--- src/rtl/mux_arb_pkg.sv ---
// mux_arb_pkg: shared sizing and state encoding for the 8:1 mux round-robin arbiter.
//   N_REQ    requesters (fixed to the external 8:1 mux)
//   SEL_W    mux select width
//   DATA_W   mux data width
//   HOLD_MAX max OWN cycles per grant (only with ARB_TIMEOUT_EN)
package mux_arb_pkg;
  localparam int N_REQ    = 8;
  localparam int SEL_W    = 3;
  localparam int DATA_W   = 4;
  localparam int HOLD_MAX = 15;

  typedef enum logic {
    ST_IDLE = 1'b0,
    ST_OWN  = 1'b1
  } state_e;
endpackage

--- src/rtl/rr_pick8.sv ---
// rr_pick8: combinational round-robin pick.
//   req    [N_REQ-1:0] request vector
//   ptr    [SEL_W-1:0] last served index (lowest priority)
//   winner [SEL_W-1:0] first set req bit scanning ptr+1, ptr+2, ... mod N_REQ
//   any                at least one req bit set
// Rotate so ptr+1 lands at bit 0, priority-encode the lowest bit, un-rotate.
module rr_pick8
  import mux_arb_pkg::*;
(
  input  logic [N_REQ-1:0] req,
  input  logic [SEL_W-1:0] ptr,
  output logic [SEL_W-1:0] winner,
  output logic             any
);
  logic [SEL_W-1:0] w_base;
  logic [N_REQ-1:0] w_rot;
  logic [SEL_W-1:0] w_idx;

  assign w_base = ptr + 1'b1;

  // Index arithmetic is SEL_W wide, so the sum wraps mod N_REQ for free.
  for (genvar g = 0; g < N_REQ; g++) begin : g_rot
    assign w_rot[g] = req[SEL_W'(g) + w_base];
  end

  // Descending scan: the last assignment is the lowest set bit.
  always_comb begin
    w_idx = '0;
    for (int i = N_REQ - 1; i >= 0; i--) begin
      if (w_rot[i]) w_idx = SEL_W'(i);
    end
  end

  assign winner = w_idx + w_base;
  assign any    = |req;
endmodule

--- src/rtl/mux_rr_arbiter.sv ---
// mux_rr_arbiter: round-robin owner of the external 8:1 4-bit mux select.
//   clk, rst_n      clock, async active-low reset
//   req, done       per-requester request level / last-beat flag (owner only)
//   gnt, sel        registered one-hot grant and mux select
//   busy            high while a requester owns the mux
//   d_in            mux output fed back
//   q_out, q_valid  registered data beat, one-cycle valid per captured beat
//   timeout         one-cycle pulse on forced release
// Optional: define ARB_TIMEOUT_EN to force release after HOLD_MAX OWN cycles;
// without it timeout is tied 0 and a grant is held indefinitely.
module mux_rr_arbiter
  import mux_arb_pkg::*;
(
  input  logic              clk,
  input  logic              rst_n,
  input  logic [N_REQ-1:0]  req,
  input  logic [N_REQ-1:0]  done,
  output logic [N_REQ-1:0]  gnt,
  output logic [SEL_W-1:0]  sel,
  output logic              busy,
  input  logic [DATA_W-1:0] d_in,
  output logic [DATA_W-1:0] q_out,
  output logic              q_valid,
  output logic              timeout
);
  state_e            r_state, w_state_n;
  logic [N_REQ-1:0]  r_gnt,   w_gnt_n;
  logic [SEL_W-1:0]  r_sel,   w_sel_n;
  logic [SEL_W-1:0]  r_ptr,   w_ptr_n;
  logic [DATA_W-1:0] r_q,     w_q_n;
  logic              r_qv,    w_qv_n;
  logic              r_to,    w_to_n;
  logic [SEL_W-1:0]  w_win;
  logic              w_any;
  logic [N_REQ-1:0]  w_onehot;
  logic              w_own_req, w_own_done, w_nat_rel;
`ifdef ARB_TIMEOUT_EN
  logic [3:0]        r_hold,  w_hold_n;
`endif

  rr_pick8 u_pick (
    .req    (req),
    .ptr    (r_ptr),
    .winner (w_win),
    .any    (w_any)
  );

  assign w_onehot   = {{(N_REQ-1){1'b0}}, 1'b1} << w_win;
  // sel always names the owner while busy, so it indexes the owner's bits.
  assign w_own_req  = req[r_sel];
  assign w_own_done = done[r_sel];
  assign w_nat_rel  = !w_own_req || w_own_done;

  always_comb begin
    w_state_n = r_state;
    w_gnt_n   = r_gnt;
    w_sel_n   = r_sel;
    w_ptr_n   = r_ptr;
    w_q_n     = r_q;
    w_qv_n    = 1'b0;
    w_to_n    = 1'b0;
`ifdef ARB_TIMEOUT_EN
    w_hold_n  = r_hold;
`endif
    case (r_state)
      ST_IDLE: begin
        w_gnt_n = '0;
        if (w_any) begin
          w_gnt_n   = w_onehot;
          w_sel_n   = w_win;
          w_state_n = ST_OWN;
`ifdef ARB_TIMEOUT_EN
          w_hold_n  = '0;
`endif
        end
      end
      ST_OWN: begin
        if (w_own_req) begin
          w_q_n  = d_in;
          w_qv_n = 1'b1;
        end
        // Release always goes through IDLE, giving the one-cycle turnaround.
        if (w_nat_rel) begin
          w_gnt_n   = '0;
          w_ptr_n   = r_sel;
          w_state_n = ST_IDLE;
        end
`ifdef ARB_TIMEOUT_EN
        else if (r_hold == 4'(HOLD_MAX - 1)) begin
          w_gnt_n   = '0;
          w_ptr_n   = r_sel;
          w_state_n = ST_IDLE;
          w_to_n    = 1'b1;
        end else begin
          w_hold_n  = r_hold + 4'd1;
        end
`endif
      end
    endcase
  end

  always_ff @(posedge clk or negedge rst_n) begin
    if (!rst_n) begin
      r_state <= ST_IDLE;
      r_gnt   <= '0;
      r_sel   <= '0;
      r_ptr   <= SEL_W'(N_REQ - 1);
      r_q     <= '0;
      r_qv    <= 1'b0;
      r_to    <= 1'b0;
`ifdef ARB_TIMEOUT_EN
      r_hold  <= '0;
`endif
    end else begin
      r_state <= w_state_n;
      r_gnt   <= w_gnt_n;
      r_sel   <= w_sel_n;
      r_ptr   <= w_ptr_n;
      r_q     <= w_q_n;
      r_qv    <= w_qv_n;
      r_to    <= w_to_n;
`ifdef ARB_TIMEOUT_EN
      r_hold  <= w_hold_n;
`endif
    end
  end

  assign gnt     = r_gnt;
  assign sel     = r_sel;
  assign busy    = (r_state == ST_OWN);
  assign q_out   = r_q;
  assign q_valid = r_qv;
  assign timeout = r_to;
endmodule

--- config.mk ---
export PLATFORM = sky130hd
export DESIGN_NAME = mux_rr_arbiter
export DESIGN_NICKNAME = d
export VERILOG_FILES = /design/src/rtl/mux_arb_pkg.sv /design/src/rtl/rr_pick8.sv /design/src/rtl/mux_rr_arbiter.sv
export SDC_FILE = /design/constraint.sdc
export NUM_CORES = 1
export LEC_CHECK = 0
export ABC_AREA = 1
export BUFFER_PORTS_ARGS = -buffer_cell sky130_fd_sc_hd__buf_2
export CORE_AREA = 4 4 77 79
export CTS_CLUSTER_DIAMETER = 100
export DETAILED_ROUTE_END_ITERATION = 6
export DIE_AREA = 0 0 81 83
export HOLD_SLACK_MARGIN = 0.02
export PLACE_DENSITY = 0.64
export SYNTH_ARGS = -nofsm -noshare
export SYNTH_HDL_FRONTEND = slang
export SYNTH_SLANG_ARGS = --single-unit
--- constraint.sdc ---
create_clock -name clk -period 4.85 [get_ports clk]
set_input_delay 0.97 -clock clk [delete_from_list [all_inputs] [get_ports clk]]
set_output_delay 0.97 -clock clk [all_outputs]
set_load 0.005 [all_outputs]
==> metrics <==
CP max stage cell dfstp_2; DP Wirelength 3567 µm; Slew @ Worst Pin 0.5245 ns; initial DRC count 62; TNS Setup 0 ns; row count 27; fin nets 346; Power Density 865.0 nW/µm²; DRC 0; startpoint types flip-flop; CP max stage delay 0.74 ns; Post-Synthesis Cells 283; Fin Clk Skew 0.002961 ns; starting density of the core 33.64%; met3 routed WL 158 µm; worst setup path category reg2reg; CTS Hold Buffers Added 0; Antenna Nets Post-Route 0; pre-CTS WS 0.8208 ns; Tcrit/Tclk final 83.60%; worst hold path class reg2reg; Critical Path AT 4.21 ns; Post-Route M1 WL 2075 µm; antenna cell count 0; Crit path max-delay family simple AND/OR/NAND/NOR gates; synthesis-stage register bit count 20; RePlAce Congestion 0.8149; Global Route Usage Sum 13.68%; CTS root buf clkbuf_8; full die area 6723 µm²; Synth cell types 29; Clk Latency, worst-skew pair 0.26 ns; WP buf/inv 4; clk buf depth 2; syn_area_per_cell 6.344 µm²; vias per cell 4.573; first-pass GRT wire length 7638 µm; DR vias 1,788; Detailed Routing Iterations Pass 1 4; Clock Sinks 20; Non-Filler Instances 391; Resized Gates After CTS 0; layout cell share with drive strength beyond 1 24.76%; Max-Slew Margin vs Limit 64.90%; maxcap violations 0; Die Wd 81 µm; Seq/Total Area, Yosys 28.08%; CTS H-tree lvls 1; f_max 246.6 MHz; CTS buffer count 3; Post CTS Setup Buffer Count 0; status finished clean; Chip Height 83 µm; post-layout worst setup margin 0.7953 ns; largest net degree at the start of global routing 21; DR WL/cell 11.20 µm; crit path capture type flip-flop; CP most frequent cell nand2_1; area grow syn2layout 15.05%; Mapped Area 1795 µm²; max layer used met4; final setup fails 0; port bufs 38; critical path, cell by cell inv_6, ha_1, inv_2, nand2_1, nand2_1, nand2_1, nand2_1, nand2_1, nand2_2, nand2_1, nand2_1, nand2_1, nand2_1, nand2_1, a21boi_0, ha_1, inv_1, fa_1, xor2_1, inv_1, nand3_4, nand2_4, nand2_1, nand2_1; Syn. warnings 0; I/O pins 40; initial antenna violation count 0; RSZ-0062 raised after global routing no; final WL 4381 µm; met2 wire len 2098 µm; max-slew violations 0; Synth Net Count 309; Min Clock Period, post-route 4.055 ns; Peak VDD IR 389.1 µV; crit path max fanout 17; Fin. Hold Viols 0; gr ovfl total 0; area of the core 5338 µm²; Cells after DPL 387; CP required 5.00 ns; vias in the first global route 1,687; Leakage 1.182 nW; clock-pin slew on the worst setup and hold paths 0.08 ns; TritonCTS clock tree built
power breakdown:
group | switching, mW | internal (mW)
sequential | 0.0710 | 0.242
combinational | 0.882 | 0.464
clock | 0.0551 | 0.0722
metrics by stage:
stage / total power [mW] / hold slack, ns / cell area (µm²) / util, %
finish: 1.787 / 0.4775 / 2066 / 38.70
floorplan: 1.422 / 0.4724 / 1795 / -
detailed placement: 1.665 / 0.4620 / 2011 / 37.67
global route: 2.020 / 0.5224 / 2066 / 38.70
CTS: 1.800 / 0.4815 / 2066 / 38.70
global placement: 1.654 / 0.4591 / 2011 / 37.67
worst paths after layout:
kind / cells past startpoint / slack (ns) / end / from
worst max-delay path: 24 / 0.80 / gnt[2]$_DFFE_PN0P_ / r_ptr[0]$_DFFE_PN1P_
worst min-delay path: 2 / 0.48 / gnt[6]$_DFFE_PN0P_ / gnt[6]$_DFFE_PN0P_
worst max register to register: 24 / 0.80 / gnt[2]$_DFFE_PN0P_ / r_ptr[0]$_DFFE_PN1P_
worst min register to register: 2 / 0.48 / gnt[6]$_DFFE_PN0P_ / gnt[6]$_DFFE_PN0P_
max in group asynchronous: 1 / 3.85 / r_ptr[1]$_DFFE_PN1P_ / rst_n
min in group asynchronous: 1 / 0.65 / gnt[2]$_DFFE_PN0P_ / rst_n
cell type report:
type,instances,area (µm²)
clock buffer,4,55.05
fill,624,3272
inverter,26,102.6
multi-input combinational,231,1124
sequential,20,504.2
tap,72,90.09
timing repair buffer,38,190.2
synthesized netlist by cell type (all sizes together):
cell / count / area [µm²]
nand2: 156 / 665.6
inv: 26 / 102.6
nand3: 22 / 127.6
o21ai: 19 / 98.85
dfrtp: 17 / 425.4
nor2: 13 / 71.32
buf: 6 / 65.06
nand4: 5 / 31.28
a21oi: 4 / 20.02
dfstp: 3 / 78.83
ha: 3 / 37.54
o22ai: 2 / 12.51
a21boi: 1 / 7.510
conb: 1 / 3.750
fa: 1 / 20.02
nor3: 1 / 5.000
o21bai: 1 / 7.510
or2: 1 / 6.260
xor2: 1 / 8.760
sequential cells by signal (all words and copies together), names as in the netlist:
register,cells
sel,3
busy,1
gnt,8
q_valid,1
q_out,4
r_ptr,3
kinds of logic (layout without fill, tap and decap cells):
family	after synthesis	after routing	synth area share (%)
xor gates and xnor gates	1	1	0.4879
buffers and inverters	32	68	9.338
other	1	1	0.2089
AOI/OAI and AO/OA	27	27	8.154
adders and majority gates	4	4	3.206
and+or+nand+nor	198	198	50.52
DFF	20	20	28.08
layout by cell type (no fill, tap or decap), types with 2 or more instances in the layout:
cell type  netlist  layout
ha_1             3       3
nand2_1        132     132
nor2_4           3       3
inv_1           23      23
nand2_4          4       4
dfstp_2          3       3
nor2_1          10      10
dfrtp_1         17      17
buf_2            0      38
o21ai_0         18      18
nand2_2         20      20
a21oi_1          4       4
inv_2            2       2
nand3_1         20      20
nand4_1          5       5
clkbuf_8         0       4
o22ai_1          2       2
worst register-to-register path, delay by kind of cell (launching register included):
family / cells / cell delay [ns]
AOI/OAI and AO/OA: 1 / 0.22
xor gates and xnor gates: 1 / 0.29
adders and majority gates: 3 / 1.05
buffers and inverters: 4 / 0.52
DFF: 1 / 0.74
and+or+nand+nor: 15 / 1.14
per-layer routing:
| metal | track usage [%] | vias up |
|---|---|---|
| li1 | - | 960 |
| met1 | 19.06 | 785 |
| met2 | 22.63 | 36 |
| met3 | 1.518 | 7 |
| met4 | 2.765 | 0 |
| met5 | 0 | - |
Power figures use the tool's default switching activity.
